$ cat config.mk
export PLATFORM = sky130hd
export DESIGN_NAME = seg_capture_decoder
export DESIGN_NICKNAME = d
export VERILOG_FILES = /design/src/rtl/seg_capture_decoder_pkg.sv /design/src/rtl/seg_pattern_decode.sv /design/src/rtl/seg_capture_decoder.sv
export SDC_FILE = /design/constraint.sdc
export NUM_CORES = 1
export LEC_CHECK = 0
export CORE_MARGIN = 3
export CORE_UTILIZATION = 35
export CTS_BUF_LIST = sky130_fd_sc_hd__clkbuf_8
export CTS_CLUSTER_SIZE = 16
export DETAILED_ROUTE_END_ITERATION = 12
export PLACE_DENSITY = 0.55
export SLEW_MARGIN = 5
export SYNTH_ARGS = -nofsm -noshare
export SYNTH_HDL_FRONTEND = slang
export SYNTH_SLANG_ARGS = --single-unit
$ cat constraint.sdc
create_clock -name Clk -period 2.5 [get_ports Clk]
set_input_delay 0.5 -clock Clk [delete_from_list [all_inputs] [get_ports Clk]]
set_output_delay 0.5 -clock Clk [all_outputs]
set_load 0.01 [all_outputs]
$ cat src/rtl/seg_capture_decoder_pkg.sv
// Shared definitions for the seven-segment capture decoder.
// Segment codes are active-low, bit0 = a ... bit6 = g.
// SEG_CODE_BLANK is only meaningful when SEG_BLANK_DETECT_EN is defined.
package seg_capture_decoder_pkg;

    localparam logic [6:0] SEG_CODE_0     = 7'h40;
    localparam logic [6:0] SEG_CODE_1     = 7'h79;
    localparam logic [6:0] SEG_CODE_2     = 7'h24;
    localparam logic [6:0] SEG_CODE_3     = 7'h30;
    localparam logic [6:0] SEG_CODE_4     = 7'h19;
    localparam logic [6:0] SEG_CODE_5     = 7'h12;
    localparam logic [6:0] SEG_CODE_6     = 7'h02;
    localparam logic [6:0] SEG_CODE_7     = 7'h78;
    localparam logic [6:0] SEG_CODE_8     = 7'h00;
    localparam logic [6:0] SEG_CODE_9     = 7'h10;
    localparam logic [6:0] SEG_CODE_A     = 7'h08;
    localparam logic [6:0] SEG_CODE_B     = 7'h03;
    localparam logic [6:0] SEG_CODE_C     = 7'h46;
    localparam logic [6:0] SEG_CODE_D     = 7'h21;
    localparam logic [6:0] SEG_CODE_E     = 7'h06;
    localparam logic [6:0] SEG_CODE_F     = 7'h0E;
    localparam logic [6:0] SEG_CODE_BLANK = 7'h7F;

    // Capture FSM encoding
    typedef enum logic [1:0] {
        ST_IDLE   = 2'd0,
        ST_SETTLE = 2'd1,
        ST_LOCKED = 2'd2
    } state_t;

endpackage

$ cat src/rtl/seg_pattern_decode.sv
// Combinational seven-segment pattern lookup.
// Returns the hex value of a legal code and a legal flag; anything else
// (including the blank code) is reported as not legal.
module seg_pattern_decode
    import seg_capture_decoder_pkg::*;
(
    input  logic [6:0] i_seg,
    output logic [3:0] o_value,
    output logic       o_legal
);

    // Table lookup of the sixteen legal segment codes
    always_comb begin
        o_value = 4'h0;
        o_legal = 1'b1;
        case (i_seg)
            SEG_CODE_0: o_value = 4'h0;
            SEG_CODE_1: o_value = 4'h1;
            SEG_CODE_2: o_value = 4'h2;
            SEG_CODE_3: o_value = 4'h3;
            SEG_CODE_4: o_value = 4'h4;
            SEG_CODE_5: o_value = 4'h5;
            SEG_CODE_6: o_value = 4'h6;
            SEG_CODE_7: o_value = 4'h7;
            SEG_CODE_8: o_value = 4'h8;
            SEG_CODE_9: o_value = 4'h9;
            SEG_CODE_A: o_value = 4'hA;
            SEG_CODE_B: o_value = 4'hB;
            SEG_CODE_C: o_value = 4'hC;
            SEG_CODE_D: o_value = 4'hD;
            SEG_CODE_E: o_value = 4'hE;
            SEG_CODE_F: o_value = 4'hF;
            default:    o_legal = 1'b0;
        endcase
    end

endmodule

$ cat src/rtl/seg_capture_decoder.sv
// Multiplexed seven-segment display snooper.
// Registers {SegIn, AnodeIn} once, waits for STABLE_CYCLES identical samples
// on a single active digit, then captures the decoded value into that digit's
// slice and posts a one-entry change event.
// Optional feature: define SEG_BLANK_DETECT_EN to treat code 7F as a legal
// blank that clears DigitValid without flagging an error.
//
// state     | meaning
// ----------+--------------------------------------------------------------
// ST_IDLE   | no single digit enabled in the sample, nothing tracked
// ST_SETTLE | tracking a pattern, r_cnt = identical samples seen so far
// ST_LOCKED | pattern captured, holding until the sample changes
module seg_capture_decoder
    import seg_capture_decoder_pkg::*;
#(
    parameter int NUM_DIGITS    = 4,
    parameter int STABLE_CYCLES = 4
) (
    input  logic                    Clk,
    input  logic                    Rst,
    input  logic [6:0]              SegIn,
    input  logic [NUM_DIGITS-1:0]   AnodeIn,
    output logic [4*NUM_DIGITS-1:0] DigitsOut,
    output logic [NUM_DIGITS-1:0]   DigitValid,
    output logic                    EvtValid,
    input  logic                    EvtReady,
    output logic [2:0]              EvtPos,
    output logic [3:0]              EvtDigit,
    output logic                    ErrSticky,
    output logic                    OvfSticky
);

    localparam logic [7:0]            LP_STABLE = 8'(STABLE_CYCLES);
    localparam logic [NUM_DIGITS-1:0] LP_ONE    = {{(NUM_DIGITS-1){1'b0}}, 1'b1};

    logic [6:0]              r_seg_samp;
    logic [NUM_DIGITS-1:0]   r_anode_samp;
    logic [6:0]              r_seg_ref;
    logic [NUM_DIGITS-1:0]   r_anode_ref;
    state_t                  r_state;
    state_t                  w_state_nxt;
    logic [7:0]              r_cnt;
    logic [7:0]              w_cnt_nxt;
    logic                    w_load_ref;
    logic                    w_capture;

    logic [4*NUM_DIGITS-1:0] r_digits;
    logic [NUM_DIGITS-1:0]   r_valid;
    logic                    r_err;
    logic                    r_evt_valid;
    logic [2:0]              r_evt_pos;
    logic [3:0]              r_evt_digit;
    logic                    r_ovf;

    logic [NUM_DIGITS-1:0]   w_anode_low;
    logic                    w_one_low;
    logic                    w_same;
    logic [2:0]              w_pos;
    logic [3:0]              w_cur_digit;
    logic                    w_cur_valid;
    logic [3:0]              w_dec_value;
    logic                    w_dec_legal;
    logic                    w_is_blank;
    logic                    w_evt_gen;

    assign w_anode_low = ~r_anode_samp;
    assign w_one_low   = (w_anode_low != '0) &&
                         ((w_anode_low & (w_anode_low - LP_ONE)) == '0);
    assign w_same      = (r_seg_samp == r_seg_ref) && (r_anode_samp == r_anode_ref);

    seg_pattern_decode u_decode (
        .i_seg   (r_seg_samp),
        .o_value (w_dec_value),
        .o_legal (w_dec_legal)
    );

`ifdef SEG_BLANK_DETECT_EN
    assign w_is_blank = (r_seg_samp == SEG_CODE_BLANK);
`else
    assign w_is_blank = 1'b0;
`endif

    // Input sample register; reset to all-ones so no digit appears enabled
    always_ff @(posedge Clk or posedge Rst) begin
        if (Rst) begin
            r_seg_samp   <= '1;
            r_anode_samp <= '1;
        end else begin
            r_seg_samp   <= SegIn;
            r_anode_samp <= AnodeIn;
        end
    end

    // FSM state, stability counter and the reference pattern being tracked
    always_ff @(posedge Clk or posedge Rst) begin
        if (Rst) begin
            r_state     <= ST_IDLE;
            r_cnt       <= '0;
            r_seg_ref   <= '1;
            r_anode_ref <= '1;
        end else begin
            r_state <= w_state_nxt;
            r_cnt   <= w_cnt_nxt;
            if (w_load_ref) begin
                r_seg_ref   <= r_seg_samp;
                r_anode_ref <= r_anode_samp;
            end
        end
    end

    // Next state: any new pattern restarts the count at one sample seen
    always_comb begin
        w_state_nxt = r_state;
        w_cnt_nxt   = r_cnt;
        w_load_ref  = 1'b0;
        w_capture   = 1'b0;
        if (!w_one_low) begin
            w_state_nxt = ST_IDLE;
            w_cnt_nxt   = '0;
        end else begin
            case (r_state)
                ST_SETTLE: begin
                    if (w_same) begin
                        w_cnt_nxt = r_cnt + 8'd1;
                        if (w_cnt_nxt == LP_STABLE) begin
                            w_state_nxt = ST_LOCKED;
                            w_capture   = 1'b1;
                        end
                    end else begin
                        w_load_ref  = 1'b1;
                        w_cnt_nxt   = 8'd1;
                        w_state_nxt = (LP_STABLE == 8'd1) ? ST_LOCKED : ST_SETTLE;
                        w_capture   = (LP_STABLE == 8'd1);
                    end
                end
                ST_LOCKED: begin
                    if (!w_same) begin
                        w_load_ref  = 1'b1;
                        w_cnt_nxt   = 8'd1;
                        w_state_nxt = (LP_STABLE == 8'd1) ? ST_LOCKED : ST_SETTLE;
                        w_capture   = (LP_STABLE == 8'd1);
                    end
                end
                default: begin
                    w_load_ref  = 1'b1;
                    w_cnt_nxt   = 8'd1;
                    w_state_nxt = (LP_STABLE == 8'd1) ? ST_LOCKED : ST_SETTLE;
                    w_capture   = (LP_STABLE == 8'd1);
                end
            endcase
        end
    end

    // Select the enabled digit's position and currently stored contents
    always_comb begin
        w_pos       = '0;
        w_cur_digit = '0;
        w_cur_valid = 1'b0;
        for (int i = 0; i < NUM_DIGITS; i++) begin
            if (w_anode_low[i]) begin
                w_pos       = 3'(i);
                w_cur_digit = r_digits[4*i +: 4];
                w_cur_valid = r_valid[i];
            end
        end
    end

    assign w_evt_gen = w_capture && w_dec_legal &&
                       (!w_cur_valid || (w_cur_digit != w_dec_value));

    // Digit store: legal codes update the slice, others only clear valid
    always_ff @(posedge Clk or posedge Rst) begin
        if (Rst) begin
            r_digits <= '0;
            r_valid  <= '0;
            r_err    <= 1'b0;
        end else if (w_capture) begin
            for (int i = 0; i < NUM_DIGITS; i++) begin
                if (w_anode_low[i]) begin
                    if (w_dec_legal) begin
                        r_digits[4*i +: 4] <= w_dec_value;
                        r_valid[i]         <= 1'b1;
                    end else begin
                        r_valid[i] <= 1'b0;
                    end
                end
            end
            if (!w_dec_legal && !w_is_blank) begin
                r_err <= 1'b1;
            end
        end
    end

    // One-entry event buffer; a slot freed this cycle may be refilled at once
    always_ff @(posedge Clk or posedge Rst) begin
        if (Rst) begin
            r_evt_valid <= 1'b0;
            r_evt_pos   <= '0;
            r_evt_digit <= '0;
            r_ovf       <= 1'b0;
        end else begin
            if (w_evt_gen && (!r_evt_valid || EvtReady)) begin
                r_evt_valid <= 1'b1;
                r_evt_pos   <= w_pos;
                r_evt_digit <= w_dec_value;
            end else if (r_evt_valid && EvtReady) begin
                r_evt_valid <= 1'b0;
            end
            if (w_evt_gen && r_evt_valid && !EvtReady) begin
                r_ovf <= 1'b1;
            end
        end
    end

    assign DigitsOut  = r_digits;
    assign DigitValid = r_valid;
    assign EvtValid   = r_evt_valid;
    assign EvtPos     = r_evt_pos;
    assign EvtDigit   = r_evt_digit;
    assign ErrSticky  = r_err;
    assign OvfSticky  = r_ovf;

endmodule

# ---- After elaboration in Yosys (flattened, before gate mapping)
# Index checks and enable logic that the tools add are counted.
dict set report word_totals {
  in_bits 14
  out_inout_bits 30
  wordCells 108
  reg_bits 62
}
dict set report classes {
  n_addsub 2
  n_bitwise 3
  eq_ne 23
  n_mux 32
  reduce_logical 29
}
# operator n
set op_table {}
lappend op_table {{4-bit case mux with 15 select lines} 1}
lappend op_table {{7-bit == test (second input constant)} 4}
lappend op_table {{8-bit 2-to-1 mux} 3}
lappend op_table {{7-bit by 5-bit == test with 1-bit output (second input constant)} 3}
lappend op_table {{7-bit by 6-bit == test with 1-bit output (second input constant)} 3}
lappend op_table {{1-bit 2-to-1 mux} 16}
lappend op_table {{4-bit 2-to-1 mux} 4}
lappend op_table {{8-bit case mux with 2 select lines} 1}
lappend op_table {{16-bit OR reduction} 1}
lappend op_table {{7-bit by 2-bit == test with 1-bit output (second input constant)} 2}
lappend op_table {{7-bit by 4-bit == test with 1-bit output (second input constant)} 2}
lappend op_table {{2-bit AND reduction} 6}
lappend op_table {{3-bit AND reduction} 4}
lappend op_table {{8-bit by 1-bit adder with 8-bit output (second input constant)} 1}
lappend op_table {{8-bit by 3-bit == test with 1-bit output (second input constant)} 1}
lappend op_table {{1-bit logical AND} 8}
lappend op_table {{2-bit 2-to-1 mux} 4}
lappend op_table {{7-bit by 3-bit == test with 1-bit output (second input constant)} 1}
lappend op_table {{7-bit == test} 1}
lappend op_table {{7-bit logical NOT} 1}
lappend op_table {{3-bit 2-to-1 mux} 2}
lappend op_table {{4-bit bitwise AND} 1}
lappend op_table {{4-bit == test} 1}
lappend op_table {{4-bit logical NOT} 1}
lappend op_table {{other kinds (14)} 17}

# ---- Logic depth before layout (Yosys ltp)
dict set report depth {
  word_depth 10
  mapped_depth 9
}

# ---- By module
# Synthesis repeated with hierarchy kept, for this count alone.
dict set report unflattened {
  cells_unflattened 304
  hier_area_um2 3330.7
}
# mod cells_per_inst seq_area_each_um2 area_per_inst_um2 n_inst
set modules_own_cells {}
lappend modules_own_cells {seg_capture_decoder 241 1554.0 2937.8 1}
lappend modules_own_cells {seg_pattern_decode 63 0.0 392.9 1}

# ---- Least setup slack after synthesis
# Ideal clock, no wire load.
dict set report synth_path {
  kind {reg2reg}
  start {register r_cnt[0]}
  end {register r_digits[10], in the netlist DigitsOut[10]}
  setup_time_ns 0.125
  n_path_buf 0
  arrival_time_ns 2.308
  stages_incl_launch_ff 9
  setup_slack_ns 0.068
  t_required_ns 2.375
  synth_period_minus_slack_ns 2.432
  path_cell_list {dfrtp_1 -> ha_1 -> a31oi_1 -> o21ai_0 -> a2111oi_4 -> nand4bb_4 -> nand2b_4 -> nor2_4 -> mux2_2}
}
dict set report synth_via {
  elab_chain_len 7
}
# item line_no
set synth_lines {}
lappend synth_lines {{start: declaration} seg_capture_decoder.sv:42} ;# logic [7:0] r_cnt;
lappend synth_lines {{start signal: assignment} seg_capture_decoder.sv:103} ;# r_cnt <= w_cnt_nxt;
lappend synth_lines {{8-bit by 1-bit adder with 8-bit output} seg_capture_decoder.sv:124} ;# w_cnt_nxt = r_cnt + 8'd1;
lappend synth_lines {{8-bit by 3-bit == test with 1-bit output} seg_capture_decoder.sv:125} ;# if (w_cnt_nxt == LP_STABLE) begin
lappend synth_lines {{1-bit 2-to-1 mux} seg_capture_decoder.sv:125}
lappend synth_lines {{1-bit 2-to-1 mux} seg_capture_decoder.sv:123} ;# if (w_same) begin
lappend synth_lines {{1-bit 2-to-1 mux} -}
lappend synth_lines {{1-bit 2-to-1 mux} seg_capture_decoder.sv:117} ;# if (!w_one_low) begin
lappend synth_lines {{3-bit AND reduction (no line)} -}
lappend synth_lines {{end signal: indexed assignment} seg_capture_decoder.sv:181} ;# r_digits[4*i +: 4] <= w_dec_value;
lappend synth_lines {{end: declaration} seg_capture_decoder.sv:47} ;# logic [4*NUM_DIGITS-1:0] r_digits;
# No other way between the ends.
# A chain may end at the register's enable or synchronous reset.

# ---- Final worst setup path
# Ends and elaborated chain as after synthesis.

==> impl_metrics.toml <==
[run_status]
status = "finished, final reports clean"

[global_route]
overflow = 0
grt_pass1_vias = 2648
track_usage_pct = 15.52
grt_max_degree = 62
antenna_found_initial = 0
grt_pass1_wl_um = 13630

[timing]
slew_headroom_pct = 53.64
worst_pin_slew_ns = 0.6932
skew_ns = 0.01094
finalSetupViolCount = 0
finalHoldViolCount = 0
period_share_pct = 98.28
min_period_ns = 2.457
worst_slack_ns = 0.04303
setup-tns-final_ns = 0
slew_violations = 0
fmax_mhz = 407.0
rsz0062_at_grt = "true"
hold_ws_ns = 0.4872

[yosys]
yosys.area.top_type = "dfrtp_1"
syn_nets = 329
avgSynthCellArea_um2 = 11.02
async_flop_share_pct = 100.0
synth_enable_flop_cells = 0
synth_warnings = 0
yosys.area.top_type_share_pct = 28.47
synth_area_um2 = 3428
ys_seq_area_share_pct = 45.33
ys_types = 70
ys.flop_type = "dfrtp_1"
synth.top_cells.by_area = "dfrtp_1 28%, dfstp_2 17%, mux2_2 10%, xor2_1 3.3%, o21ai_0 2.5%"
synth-seq-cells = 61
synth_cells = 311

[clock_tree]
clk_latency_ns = 0.35
root_buffer = "clkbuf_8"
cts_tree = "done"
cts_sinks = 61
cts_buffers = 9
hold_buffers = 0
clk_path_buf_depth = 2
h-tree-depth = 3
clkTransAtPathRegs_ns = 0.07

[final_layout]
area_growth_pct = 38.25
n_antenna_cell = 0
nNetsFinal = 423
fillers = 881
seq_area_um2 = 1555
final_util_pct = 50.57
mostFrequentLayoutCells = "50 x buf_4, 42 x clkdlybuf4s50_1, 38 x dfrtp_1, 29 x mux2_2, 22 x dfstp_2"
layout-drive-gt1-share_pct = 40.98
final_cell_count_no_fill = 539
multi_input_area_um2 = 1918
design_area_um2 = 4740
final_common_cell = "buf_4"

[setup_path]
required_ns = 2.73
worstSetupPathType = "flip-flop to flip-flop"
r2r-end = "DigitsOut[10]$_DFFE_PP0P_"
arrival_ns = 2.68
critPathLaunch = "r_cnt[0]$_DFFE_PP0P_"
cp-start-kind = "flip-flop"
r2r-start = "r_cnt[0]$_DFFE_PP0P_"
critPathMaxFanout = 5
end_kind = "flip-flop"
endpoint = "DigitsOut[10]$_DFFE_PP0P_"
rr_worst_depth = 7
ff2ff_setup_slack_ns = 0.04

[place]
post-place-ws_ns = -0.05171
port_buffers = 42
place_congestion = 0.8501
dpl_cell_area_um2 = 4250
dp_cells = 508
dp_hpwl_um = 6069

[pwr]
leakage_nw = 1.991
switching_share_pct = 28.46
power_mw = 2.250
p_int_mw = 1.610
p_sw_mw = 0.6403
p_per_area_nw_per_um2 = 474.7
seqPwrFrac_pct = 49.6
p_clk_share_pct = 35.1
peakVddDrop_v = 0.0002269
comb_power_share_pct = 15.3

[min_path]
hold_class = "flip-flop to flip-flop"

[floorplanning]
fp-row-count = 35
io-pin-count = 44
die_w_um = 105.0
start_util_pct = 36.58
die_y_um = 105.0
fp.dieArea_um2 = 11020
coreArea_um2 = 9371

[route]
drc_errors = 0
vias = 2724
drt_wl_total_um = 8543
drt-initial-drc-count = 91
vias_per_cell = 5.054
post_drt_wl_per_cell_um = 15.85
first_pass_iters = 4
postRouteAntennaNets = 0

[job]
drv_cap = 0
==> power groups by stage <==
stage,registers (mW),clock network (mW),logic [mW]
after floorplan,1.11,0,0.200
after CTS,1.11,0.818,0.301
final,1.12,0.790,0.345
after global routing,1.12,0.862,0.376
after detailed placement,1.13,0,0.296
after global placement,1.13,0,0.297
==> synth_stat cells (all sizes together), types with 4 or more instances <==
| library cell | number |
|---|---|
| dfrtp | 39 |
| mux2 | 33 |
| nor2 | 24 |
| dfstp | 22 |
| o21ai | 17 |
| nand2 | 16 |
| inv | 14 |
| xor2 | 13 |
| buf | 12 |
| nor3 | 9 |
| nor2b | 7 |
| nand3 | 6 |
| a21oi | 5 |
| and2 | 5 |
| nand2b | 5 |
| nor4 | 5 |
| xnor2 | 5 |
| a31oi | 4 |
| ha | 4 |
| nor3b | 4 |
| o21a | 4 |
==> worst min path at each step <==
stage                                       start                   endpoint  cells after the start
after floorplan                        AnodeIn[0]  r_anode_samp[0]$_DFF_PP1_                      0
after global placement    EvtDigit[1]$_DFFE_PP0P_    EvtDigit[1]$_DFFE_PP0P_                      1
after detailed placement    ErrSticky$_DFFE_PP0P_      ErrSticky$_DFFE_PP0P_                      1
after CTS                   ErrSticky$_DFFE_PP0P_      ErrSticky$_DFFE_PP0P_                      1
after global routing      EvtDigit[1]$_DFFE_PP0P_    EvtDigit[1]$_DFFE_PP0P_                      1
final                     EvtDigit[1]$_DFFE_PP0P_    EvtDigit[1]$_DFFE_PP0P_                      1
==> flip-flops by register name, summed over array words and instances, names as in the netlist <==
| name | cells |
|---|---|
| r_anode_ref | 4 |
| r_cnt | 8 |
| DigitValid | 4 |
| r_seg_samp | 7 |
| r_anode_samp | 4 |
| ErrSticky | 1 |
| EvtPos | 2 |
| r_seg_ref | 7 |
| EvtDigit | 4 |
| DigitsOut | 16 |
| OvfSticky | 1 |
| r_state | 2 |
| EvtValid | 1 |
==> timing repair <==
action                     in CTS  in global routing
setup buffers                   0                 15
setup endpoints to repair      18                 25
pin swaps                       1                 13
resized for setup               3                 35
==> cell type report <==
cell class                 count  share of cell area [%]
multi-input combinational    222                   40.47
tap                          129                   3.405
sequential                    61                   32.81
timing repair buffer          97                   18.43
inverter                      14                   1.188
clock inverter                 7                   1.082
clock buffer                   9                   2.614
==> worst max-delay path, stage by stage (launching register included) <==
cell and delay [ns]:
dfrtp_2 0.44, and3_4 0.21, a211o_1 0.29, a2111oi_4 0.45
nand4bb_4 0.20, nand2b_4 0.25, nor2_4 0.15, mux2_2 0.35
==> kinds of logic after synthesis <==
family          synth area share (%)
xor+xnor                       4.599
fa+ha+maj                      1.460
other cells                   0.1094
simple gates                   16.93
compound gates                 16.42
flops                          45.33
mux                            11.13
buf+inv                        4.015
==> metal layers <==
layer	GRT usage, %	up-vias	routed length (um)
li1	-	1330	-
met1	21.03	1322	4082
met2	24.24	58	3992
met3	3.953	14	298
met4	4.967	0	168
met5	0	-	0
Note: power is estimated with default switching activity, not from simulation.
